--- src/rtl/hazard_stall_controller_if.sv ---
// Pipeline-side signal bundle for the hazard/stall controller.
// Statistics outputs exist only when HAZ_STATS_EN is defined.
interface hazard_stall_controller_if #(
  parameter int unsigned REG_W  = 5,
  parameter int unsigned STAT_W = 32
);
  logic             ID_EX_MemRead;
  logic             ID_EX_RegWrite;
  logic [REG_W-1:0] ID_EX_RegisterRd;
  logic             EX_MEM_MemRead;
  logic             EX_MEM_MemWrite;
  logic [REG_W-1:0] EX_MEM_RegisterRd;
  logic [REG_W-1:0] IF_ID_RegisterRs;
  logic [REG_W-1:0] IF_ID_RegisterRt;
  logic             IF_ID_UsesRt;
  logic             IF_ID_Branch;
  logic             branch_taken;
  logic             jump;
  logic             dmem_ack;
  logic             pc_write;
  logic             if_id_write;
  logic             id_ex_bubble;
  logic             if_id_flush;
  logic             pipe_freeze;
`ifdef HAZ_STATS_EN
  logic [STAT_W-1:0] stat_stall;
  logic [STAT_W-1:0] stat_flush;
  logic [STAT_W-1:0] stat_freeze;
`endif

  modport master (
    output ID_EX_MemRead, ID_EX_RegWrite, ID_EX_RegisterRd,
    output EX_MEM_MemRead, EX_MEM_MemWrite, EX_MEM_RegisterRd,
    output IF_ID_RegisterRs, IF_ID_RegisterRt, IF_ID_UsesRt, IF_ID_Branch,
    output branch_taken, jump, dmem_ack,
    input  pc_write, if_id_write, id_ex_bubble, if_id_flush, pipe_freeze
`ifdef HAZ_STATS_EN
    , input stat_stall, stat_flush, stat_freeze
`endif
  );

  modport slave (
    input  ID_EX_MemRead, ID_EX_RegWrite, ID_EX_RegisterRd,
    input  EX_MEM_MemRead, EX_MEM_MemWrite, EX_MEM_RegisterRd,
    input  IF_ID_RegisterRs, IF_ID_RegisterRt, IF_ID_UsesRt, IF_ID_Branch,
    input  branch_taken, jump, dmem_ack,
    output pc_write, if_id_write, id_ex_bubble, if_id_flush, pipe_freeze
`ifdef HAZ_STATS_EN
    , output stat_stall, stat_flush, stat_freeze
`endif
  );
endinterface

--- src/rtl/hazard_stall_controller.sv ---
// Stall/flush/freeze sequencer for the 5-stage MIPS pipeline (ID stage).
// Optional saturating event counters are enabled with HAZ_STATS_EN.
module hazard_stall_controller #(
  parameter int unsigned REG_W  = 5,
  parameter int unsigned STAT_W = 32
) (
  input logic                     clk,
  input logic                     rst_n,
  hazard_stall_controller_if.slave bus
);

  typedef enum logic [1:0] {StRun, StHold, StFreeze} state_e;

  state_e     state_q, saved_q, eff_state;
  logic [1:0] stall_cnt_q;
  logic [1:0] stall_load;
  logic       mem_busy, ex_match, mem_match;
  logic       haz_lu, haz_ba, haz_bl, haz_bm, hazard;
  logic       stall, flush;

  function automatic logic dest_match(input logic [REG_W-1:0] d,
                                      input logic [REG_W-1:0] rs,
                                      input logic [REG_W-1:0] rt,
                                      input logic             uses_rt);
    return (d != '0) && ((d == rs) || (uses_rt && (d == rt)));
  endfunction

  always_comb begin
    mem_busy  = (bus.EX_MEM_MemRead | bus.EX_MEM_MemWrite) & ~bus.dmem_ack;
    ex_match  = dest_match(bus.ID_EX_RegisterRd, bus.IF_ID_RegisterRs,
                           bus.IF_ID_RegisterRt, bus.IF_ID_UsesRt);
    mem_match = dest_match(bus.EX_MEM_RegisterRd, bus.IF_ID_RegisterRs,
                           bus.IF_ID_RegisterRt, bus.IF_ID_UsesRt);
    haz_lu = bus.ID_EX_MemRead & ex_match & ~bus.IF_ID_Branch;
    haz_ba = bus.IF_ID_Branch & bus.ID_EX_RegWrite & ~bus.ID_EX_MemRead & ex_match;
    haz_bl = bus.IF_ID_Branch & bus.ID_EX_MemRead & ex_match;
    haz_bm = bus.IF_ID_Branch & bus.EX_MEM_MemRead & mem_match;
    hazard = haz_lu | haz_ba | haz_bl | haz_bm;
    // Remaining stall cycles after this one; only branch-after-load needs two.
    stall_load = haz_bl ? 2'd1 : 2'd0;
  end

  // The ack cycle of a freeze behaves like the state that was interrupted.
  always_comb begin
    eff_state = (state_q == StFreeze) ? saved_q : state_q;
  end

  always_comb begin
    stall = ~mem_busy & ((eff_state == StHold) | ((eff_state == StRun) & hazard));
    flush = ~mem_busy & (eff_state == StRun) & ~hazard &
            ((bus.IF_ID_Branch & bus.branch_taken) | bus.jump);
    bus.pipe_freeze  = mem_busy;
    bus.pc_write     = ~mem_busy & ~stall;
    bus.if_id_write  = ~mem_busy & ~stall;
    bus.id_ex_bubble = stall;
    bus.if_id_flush  = flush;
  end

  always_ff @(posedge clk or negedge rst_n) begin
    if (!rst_n) begin
      state_q     <= StRun;
      saved_q     <= StRun;
      stall_cnt_q <= 2'd0;
    end else if (mem_busy) begin
      state_q <= StFreeze;
      saved_q <= eff_state;
    end else begin
      case (eff_state)
        StHold: begin
          if (stall_cnt_q <= 2'd1) begin
            stall_cnt_q <= 2'd0;
            state_q     <= StRun;
          end else begin
            stall_cnt_q <= stall_cnt_q - 2'd1;
            state_q     <= StHold;
          end
        end
        default: begin
          if (hazard) begin
            stall_cnt_q <= stall_load;
            state_q     <= (stall_load != 2'd0) ? StHold : StRun;
          end else begin
            state_q <= StRun;
          end
        end
      endcase
    end
  end

`ifdef HAZ_STATS_EN
  logic [STAT_W-1:0] stat_stall_q, stat_flush_q, stat_freeze_q;

  always_ff @(posedge clk or negedge rst_n) begin
    if (!rst_n) begin
      stat_stall_q  <= '0;
      stat_flush_q  <= '0;
      stat_freeze_q <= '0;
    end else begin
      if (stall && !(&stat_stall_q))     stat_stall_q  <= stat_stall_q + STAT_W'(1);
      if (flush && !(&stat_flush_q))     stat_flush_q  <= stat_flush_q + STAT_W'(1);
      if (mem_busy && !(&stat_freeze_q)) stat_freeze_q <= stat_freeze_q + STAT_W'(1);
    end
  end

  always_comb begin
    bus.stat_stall  = stat_stall_q;
    bus.stat_flush  = stat_flush_q;
    bus.stat_freeze = stat_freeze_q;
  end
`endif

endmodule
--- src/flat_wrapper.sv ---
// flat-port wrapper written by rule: the top's interface ports become plain ports
module hazard_stall_controller_flat 
#(
  parameter int unsigned REG_W  = 5,
  parameter int unsigned STAT_W = 32
)
  (clk, rst_n, bus_ID_EX_MemRead, bus_ID_EX_RegWrite, bus_ID_EX_RegisterRd, bus_EX_MEM_MemRead, bus_EX_MEM_MemWrite, bus_EX_MEM_RegisterRd, bus_IF_ID_RegisterRs, bus_IF_ID_RegisterRt, bus_IF_ID_UsesRt, bus_IF_ID_Branch, bus_branch_taken, bus_jump, bus_dmem_ack, bus_pc_write, bus_if_id_write, bus_id_ex_bubble, bus_if_id_flush, bus_pipe_freeze);
  hazard_stall_controller_if #(.REG_W(REG_W), .STAT_W(STAT_W)) bus_i ();
  input logic clk;
  input logic rst_n;
  input wire logic [$bits(bus_i.ID_EX_MemRead)-1:0] bus_ID_EX_MemRead;
  input wire logic [$bits(bus_i.ID_EX_RegWrite)-1:0] bus_ID_EX_RegWrite;
  input wire logic [$bits(bus_i.ID_EX_RegisterRd)-1:0] bus_ID_EX_RegisterRd;
  input wire logic [$bits(bus_i.EX_MEM_MemRead)-1:0] bus_EX_MEM_MemRead;
  input wire logic [$bits(bus_i.EX_MEM_MemWrite)-1:0] bus_EX_MEM_MemWrite;
  input wire logic [$bits(bus_i.EX_MEM_RegisterRd)-1:0] bus_EX_MEM_RegisterRd;
  input wire logic [$bits(bus_i.IF_ID_RegisterRs)-1:0] bus_IF_ID_RegisterRs;
  input wire logic [$bits(bus_i.IF_ID_RegisterRt)-1:0] bus_IF_ID_RegisterRt;
  input wire logic [$bits(bus_i.IF_ID_UsesRt)-1:0] bus_IF_ID_UsesRt;
  input wire logic [$bits(bus_i.IF_ID_Branch)-1:0] bus_IF_ID_Branch;
  input wire logic [$bits(bus_i.branch_taken)-1:0] bus_branch_taken;
  input wire logic [$bits(bus_i.jump)-1:0] bus_jump;
  input wire logic [$bits(bus_i.dmem_ack)-1:0] bus_dmem_ack;
  output wire logic [$bits(bus_i.pc_write)-1:0] bus_pc_write;
  output wire logic [$bits(bus_i.if_id_write)-1:0] bus_if_id_write;
  output wire logic [$bits(bus_i.id_ex_bubble)-1:0] bus_id_ex_bubble;
  output wire logic [$bits(bus_i.if_id_flush)-1:0] bus_if_id_flush;
  output wire logic [$bits(bus_i.pipe_freeze)-1:0] bus_pipe_freeze;
  assign bus_i.ID_EX_MemRead = bus_ID_EX_MemRead;
  assign bus_i.ID_EX_RegWrite = bus_ID_EX_RegWrite;
  assign bus_i.ID_EX_RegisterRd = bus_ID_EX_RegisterRd;
  assign bus_i.EX_MEM_MemRead = bus_EX_MEM_MemRead;
  assign bus_i.EX_MEM_MemWrite = bus_EX_MEM_MemWrite;
  assign bus_i.EX_MEM_RegisterRd = bus_EX_MEM_RegisterRd;
  assign bus_i.IF_ID_RegisterRs = bus_IF_ID_RegisterRs;
  assign bus_i.IF_ID_RegisterRt = bus_IF_ID_RegisterRt;
  assign bus_i.IF_ID_UsesRt = bus_IF_ID_UsesRt;
  assign bus_i.IF_ID_Branch = bus_IF_ID_Branch;
  assign bus_i.branch_taken = bus_branch_taken;
  assign bus_i.jump = bus_jump;
  assign bus_i.dmem_ack = bus_dmem_ack;
  assign bus_pc_write = bus_i.pc_write;
  assign bus_if_id_write = bus_i.if_id_write;
  assign bus_id_ex_bubble = bus_i.id_ex_bubble;
  assign bus_if_id_flush = bus_i.if_id_flush;
  assign bus_pipe_freeze = bus_i.pipe_freeze;
  hazard_stall_controller #(.REG_W(REG_W), .STAT_W(STAT_W)) u_core (.clk(clk), .rst_n(rst_n), .bus(bus_i));
endmodule
--- config.mk ---
export PLATFORM = sky130hd
export DESIGN_NAME = hazard_stall_controller_flat
export DESIGN_NICKNAME = d
export VERILOG_FILES = /design/src/rtl/hazard_stall_controller_if.sv /design/src/rtl/hazard_stall_controller.sv /design/src/flat_wrapper.sv
export SDC_FILE = /design/constraint.sdc
export NUM_CORES = 1
export LEC_CHECK = 0
export ABC_AREA = 1
export BUFFER_PORTS_ARGS = -buffer_cell sky130_fd_sc_hd__buf_2
export CORE_MARGIN = 2
export CORE_UTILIZATION = 48
export DETAILED_ROUTE_END_ITERATION = 6
export PLACE_DENSITY = 0.91
export SLEW_MARGIN = 5
export SYNTH_ARGS = -nofsm -noshare
export SYNTH_HDL_FRONTEND = slang
export SYNTH_SLANG_ARGS = --single-unit
--- constraint.sdc ---
create_clock -name clk -period 2.1 [get_ports clk]
set_input_delay 0 -clock clk [delete_from_list [all_inputs] [get_ports clk]]
set_output_delay 0 -clock clk [all_outputs]
set_load 0.05 [all_outputs]
==> metrics.log, run 1 <==
INFO  metric status = finished, final reports clean
INFO  metric worst-path-max-fanout = 4
INFO  metric clk_transition_reported_paths = 50 ps
INFO  metric tightestPinTransition = 282 ps
INFO  metric die_y = 43.1 um
INFO  metric final_layout_size_suffix_gt1_share = 31.2%
INFO  metric clock_tree_from_tritoncts = built
INFO  metric drt-total-wl = 1890 um
INFO  metric reg2reg_from = u_core.state_q[0]
INFO  metric placedCellCount = 184
INFO  metric numCtsBuffers = 3
INFO  metric worstSkewPairLatency = 250 ps
INFO  metric cts.sink_count = 6
INFO  metric endpoint_class_of_the_critical_path = primary output
INFO  metric timing.clock.skew = 4.30 ps
INFO  metric cellPowerDensity = 423 mW/mm^2
INFO  metric cts-root-to-sink-buffers = 2
INFO  metric worst_ep_required_time = 2100 ps
INFO  metric syn2layout_area_growth = 31.5%
INFO  metric detailed_place.area = 920 sq um
INFO  metric dp.final_hpwl = 1620 um
INFO  metric setup.worst_path.start_class = flop
INFO  metric grt_use_met3 = 3.83%
INFO  metric synth_cells = 134
INFO  metric num-nets-final = 206
INFO  metric cap_viol_max_count = 0
INFO  metric grt_start_max_net_pins = 9
INFO  metric dr.first_iter.drc_count = 17
INFO  metric final_area = 962 sq um
INFO  metric routedWlPerCell = 10.0 um
INFO  metric diodes = 0
INFO  metric timing.critical_path.cells = a21oi_2 -> nor2_4 -> inv_1 -> nand3_2 -> a21oi_1 -> buf_2
INFO  metric fillCellCount = 135
INFO  metric grt_util_met2 = 44.5%
INFO  metric top_usage_layer = met2
INFO  metric floorplan.io_pins = 36
INFO  metric reg2reg_depth = 7
INFO  metric detail_route.vias_per_cell = 4.83
INFO  metric antenna_found_initial = 0
INFO  metric syn_area = 732 sq um
INFO  metric place.port_buffers = 35
INFO  metric finish.cell_count_without_fillers = 189
INFO  metric period_share = 77.0%
INFO  metric number_of_nets_in_the_synthesized_netlist = 165
INFO  metric critPathMaxStageDelay = 380 ps
INFO  metric grt_util_met1 = 25.9%
INFO  metric post-route-worst-setup-slack = 484 ps
INFO  metric grt_use_total = 23.6%
INFO  metric num_vias = 913
INFO  metric count_of_state_elements_after_synthesis = 6
INFO  metric finalSetupViolations = 0
INFO  metric crit_path_top_delay_cell = sky130_fd_sc_hd__dfrtp_1
INFO  metric synth.yosys.seq_area_share = 20.5%
INFO  metric setup.worst_path.start = u_core.saved_q[0]
INFO  metric timing.critical_path.to = bus_pc_write
INFO  metric finalMaxSlewViolations = 0
INFO  metric overall_die_area = 0.00185 sq mm
INFO  metric netlist-cell-type-count = 21
INFO  metric first_pass_grt_wire_length = 3430 um
INFO  metric global_route.overflow_total = 0
INFO  metric dp_slack = 781 ps
INFO  metric worst_slew_margin_rel = 81.1%
INFO  metric max-vdd-ir-drop = 180 uV
INFO  metric floorplan.initialDensity = 49.7%
INFO  metric core_region_area = 0.00147 sq mm
INFO  metric cts_repair_resize_count = 0
INFO  metric drt_pre_antenna_iters = 5
INFO  metric timing.reg2reg.setup_slack = 830 ps
INFO  metric ant_nets = 0
INFO  metric post_synth.cell_area_avg = 5.46 sq um
INFO  metric unrepaired_setup_endpoints_after_global_routing = no
INFO  metric power_leakage = 0.000610 uW
INFO  metric fin_setup_tns = 0 ps
INFO  metric cp.arrival = 1620 ps
INFO  metric synthesis.yosys.warnings = 0
INFO  metric htree_num_levels = 1
INFO  metric die-width = 43.1 um
INFO  metric std_cell_rows = 14
INFO  metric final_hold_vio_count = 0
INFO  metric timing.fmax = 0.619 GHz
INFO  metric min_path_type = input port to async pin
INFO  metric cts.root.buffer_cell = sky130_fd_sc_hd__clkbuf_4
INFO  metric timing.rr.end = u_core.stall_cnt_q[0]
INFO  metric first_global_vias = 917
INFO  metric gp_routability_congestion = 0.899
INFO  metric post-route-drc-count = 0
INFO  metric period_needed = 1620 ps
INFO  metric utilization_after_layout = 65.4%
INFO  metric setup.worst_path.class = flop to primary output
==> cells by family (layout without fill, tap and decap cells) <==
kind of cell	after synthesis	after routing	synth area share, %
AND/OR/NAND/NOR	89	89	54.0
buffers and inverters	24	63	12.8
AO/OA/AOI/OAI	12	12	9.06
flip-flops	6	6	20.5
XOR/XNOR	3	3	3.59
==> timing repair <==
item / CTS / global route
hold endpoints to repair: 7 / 0
setup endpoints to repair: 0 / 0
setup buffers: 0 / 0
hold buffers: 2 / 0
==> power breakdown <==
group	switching, uW	total [uW]	internal, uW
clock network	42.2	107	64.7
registers	4.94	128	123
logic	111	173	61.3
==> layout by cell type (no fill, tap or decap), drive strengths merged, types with 3 or more instances in the layout <==
cell,count
nor3,3
dfrtp,6
o21ai,6
nand2,55
nor2,17
buf,35
nand3,12
a21oi,5
inv,23
clkbuf,3
==> synthesized netlist by cell type (all sizes together) <==
cell / instances / share of area (%)
or2: 1 / 0.86
xnor2: 2 / 2.4
nand2: 55 / 29
o21ai: 6 / 4.1
dfrtp: 6 / 21
nor3: 3 / 2.1
nor2: 17 / 11
xor2: 1 / 1.2
nand4: 1 / 0.86
buf: 1 / 1.0
nand3: 12 / 10
a21oi: 5 / 3.9
o21a: 1 / 1.0
inv: 23 / 12
==> critical path: cells and delay by family (launching register included) <==
family	cells	cell delay, ps
AO/OA/AOI/OAI	2	430
flip-flops	1	380
buffers and inverters	2	370
AND/OR/NAND/NOR	2	190
==> worst min-delay path by stage <==
stage          startpoint  slack (ps)           endpoint
2_1_floorplan       rst_n        -300  u_core.saved_q[0]
3_3_place_gp        rst_n        -180  u_core.state_q[1]
3_5_place_dp        rst_n        -170  u_core.saved_q[1]
4_1_cts             rst_n         110  u_core.state_q[0]
5_1_grt             rst_n         130  u_core.state_q[0]
6_report            rst_n         100  u_core.state_q[0]
==> sequential cells by signal, indices dropped and copies added (netlist names) <==
| name | flops |
|---|---|
| u_core.state_q | 2 |
| u_core.saved_q | 2 |
| u_core.stall_cnt_q | 2 |
==> metrics by stage <==
step / power, uW / hold slack [ps]
after floorplan: 236 / -296
after global placement: 293 / -177
after detailed placement: 298 / -173
after CTS: 410 / 106
after global routing: 435 / 131
final: 407 / 104
==> routing by layer <==
metal  vias to the layer above  wire length [um]
met3                         2                69
met4                         0                10
met1                       403               766
met5                         -                 0
li1                        488                 -
met2                        20              1050
==> final cells by class <==
cell class	count	area (sq um)	area share [%]
Clock buffer	3	22.5	2.34
Inverter	23	86.3	8.97
Multi-Input combinational cell	104	488	50.7
Sequential cell	6	150	15.6
Tap cell	16	20.0	2.08
Timing Repair Buffer	37	195	20.3
No activity file was read; power rests on OpenSTA's default activity.
==> inputs of run 2 (changes only) <==
- CORE_UTILIZATION: 48 -> 45
- PLACE_DENSITY: 0.91 -> 0.87
- clock period: 2.1 -> 1.67 ns (I/O delays scaled with it)
==> metrics.log, run 2 (synthesis gave the netlist of run 1 again) <==
INFO  metric status = finished, final reports clean
INFO  metric cts-root-to-sink-buffers = 2 (unchanged)
INFO  metric floorplan.initialDensity = 48.0% (-1.7 points)
INFO  metric gp_routability_congestion = 0.908 (+0.92%)
INFO  metric cellPowerDensity = 535 mW/mm^2 (+26%)
INFO  metric utilization_after_layout = 64.0% (-1.4 points)
INFO  metric mostFrequentLayoutCells = sky130_fd_sc_hd__nand2_1, sky130_fd_sc_hd__buf_2, sky130_fd_sc_hd__inv_1, sky130_fd_sc_hd__nor2_1, sky130_fd_sc_hd__nand3_1
INFO  metric ant_nets = 0 (unchanged)
INFO  metric hold-worst-slack = 103 ps (-0.480 ps)
INFO  metric floorplan.io_pins = 36 (unchanged)
INFO  metric syn2layout_area_growth = 33.3%
INFO  metric place.port_buffers = 35 (unchanged)
INFO  metric min_path_type = input port to flop
INFO  metric num_vias = 934 (+2.3%)
INFO  metric die-width = 44.3 um (+3.0%)
INFO  metric period_needed = 1600 ps
INFO  metric cap_viol_max_count = 0 (unchanged)
INFO  metric numCtsBuffers = 3 (unchanged)
INFO  metric num-nets-final = 206 (unchanged)
INFO  metric max-vdd-ir-drop = 416 uV (+130%)
INFO  metric worst-path-max-fanout = 4 (unchanged)
INFO  metric first_global_vias = 896 (-2.3%)
INFO  metric detail_route.vias_per_cell = 4.94 (+2.3%)
INFO  metric cts.sink_count = 6 (unchanged)
INFO  metric cp_num_buf_inv = 2 (unchanged)
INFO  metric grt_start_max_net_pins = 9 (unchanged)
INFO  metric reg2reg_from = u_core.state_q[0]
INFO  metric fillCellCount = 147 (+8.9%)
INFO  metric antenna_found_initial = 0 (unchanged)
INFO  metric htree_num_levels = 1 (unchanged)
INFO  metric worst_hold_path.endpoint = u_core.state_q[1]
INFO  metric drt_pre_antenna_iters = 5 (unchanged)
INFO  metric grt_use_total = 22.9% (-0.73 points)
INFO  metric reg.largest.list = u_core.saved_q (2), u_core.stall_cnt_q (2), u_core.state_q (2)
INFO  metric critical_path.most_common_cell = sky130_fd_sc_hd__a21oi_2
INFO  metric hp-start = bus_EX_MEM_MemWrite
INFO  metric overall_die_area = 0.00197 sq mm (+6.0%)
INFO  metric cp.arrival = 1600 ps (-20 ps)
INFO  metric die_y = 44.3 um (+3.0%)
INFO  metric clk_transition_reported_paths = 50 ps (about the same)
INFO  metric post-route-drc-count = 0 (unchanged)
INFO  metric worstHoldPathCells = 3
INFO  metric power_leakage = 0.000612 uW (+0.23%)
INFO  metric dp.final_hpwl = 1610 um (-0.73%)
INFO  metric routedWlPerCell = 10.6 um (+6.2%)
INFO  metric final_layout_size_suffix_gt1_share = 32.9% (+1.7 points)
INFO  metric final_common_cell = sky130_fd_sc_hd__nand2_1
INFO  metric tightestPinTransition = 250 ps (-32.3 ps)
INFO  metric std_cell_rows = 14 (unchanged)
INFO  metric clock_tree_from_tritoncts = built
INFO  metric worst_slew_margin_rel = 83.3% (+2.2 points)
INFO  metric setup.worst_path.class = flop to primary output
INFO  metric fin_setup_tns = 0 ps (unchanged)
INFO  metric finish.cell_count_without_fillers = 189 (unchanged)
INFO  metric timing.reg2reg.setup_slack = 370 ps (-460 ps)
INFO  metric period_share = 95.5%
INFO  metric worstSkewPairLatency = 250 ps (about the same)
INFO  metric finalSetupViolations = 0 (unchanged)
INFO  metric global_route.overflow_total = 0 (unchanged)
INFO  metric final_hold_vio_count = 0 (unchanged)
INFO  metric worst_ep_required_time = 1670 ps (-430 ps)
INFO  metric reg2reg_depth = 7 (unchanged)
INFO  metric core_region_area = 0.00152 sq mm (+3.6%)
INFO  metric drt-total-wl = 2010 um (+6.2%)
INFO  metric setup.worst_path.start_class = flop
INFO  metric dr.first_iter.drc_count = 15 (-2)
INFO  metric path_delay_family = flip-flops
INFO  metric timing.critical_path.cells = a21oi_2 -> nor2_4 -> inv_1 -> nand3_2 -> a21oi_2 -> buf_2
INFO  metric finalMaxSlewViolations = 0 (unchanged)
INFO  metric timing.fmax = 0.627 GHz
INFO  metric timing.clock.skew = 0.604 ps (-3.70 ps)
INFO  metric cts.root.buffer_cell = sky130_fd_sc_hd__clkbuf_4
INFO  metric crit_path_top_delay_cell = sky130_fd_sc_hd__dfrtp_1
INFO  metric timing.rr.end = u_core.stall_cnt_q[0]
INFO  metric critPathMaxStageDelay = 390 ps (about the same)
INFO  metric endpoint_class_of_the_critical_path = primary output
INFO  metric diodes = 0 (unchanged)
INFO  metric first_pass_grt_wire_length = 3370 um (-1.8%)
INFO  metric placedCellCount = 184 (unchanged)
run 2: cell counts in the layout (fill, tap and decap cells not counted):
No cell type changed its count.
run 2: worst max-delay path by stage:
stage                                 start                to  slack [ps]  cells past startpoint
after floorplan           u_core.saved_q[0]      bus_pc_write          20                      6
after global placement    u_core.saved_q[1]  bus_id_ex_bubble         390                      7
after detailed placement  u_core.state_q[0]  bus_id_ex_bubble         360                      7
after CTS                 u_core.state_q[0]  bus_id_ex_bubble          60                      7
after global routing      u_core.saved_q[0]      bus_pc_write         -20                      6
final                     u_core.saved_q[0]   bus_if_id_write          70                      6
run 2: final cells by class:
class,instances,area [sq um],share of cell area (%)
Clock buffer,3,22.5,2.31
Multi-Input combinational cell,104,499,51.2
Tap cell,16,20.0,2.05
Sequential cell,6,150,15.4
Timing Repair Buffer,37,198,20.3
Inverter,23,86.3,8.85
run 2: what timing repair did:
action                     in CTS  in global routing
hold endpoints to repair        7                  0
setup endpoints to repair       0                  2
resized for setup               0                  3
setup buffers                   0                  0
hold buffers                    2                  0
run 2: per-stage QoR:
stage / total power [uW] / setup slack, ps / instance area (sq um)
floorplan: 299 / 24.2 / 741
global placement: 371 / 394 / 928
detailed placement: 378 / 356 / 928
CTS: 521 / 58.3 / 971
global route: 561 / -21.2 / 976
finish: 522 / 74.6 / 976
run 2: metal layers:
metal / routed length, um / share of wire, % / vias to the layer above / GRT usage [%]
li1: - / - / 492 / -
met4: 34 / 1.7 / 0 / 5.45
met2: 992 / 49 / 37 / 43.8
met5: 0 / 0 / - / 0
met3: 129 / 6.4 / 6 / 4.08
met1: 855 / 42 / 399 / 25.9
run 2: power breakdown:
group	switching, uW	internal [uW]
Combinational	144	79.7
Sequential	6.21	154
Clock	56.2	81.6
run 2: worst register-to-register path, stage by stage, from the launching register on:
cell and delay, ps:
sky130_fd_sc_hd__dfrtp_1 390, sky130_fd_sc_hd__o21a_1 230, sky130_fd_sc_hd__nor2_4 140, sky130_fd_sc_hd__nand2_2 70
sky130_fd_sc_hd__or2_0 190, sky130_fd_sc_hd__nand2_1 60, sky130_fd_sc_hd__nand3_1 70, sky130_fd_sc_hd__nand2_1 80
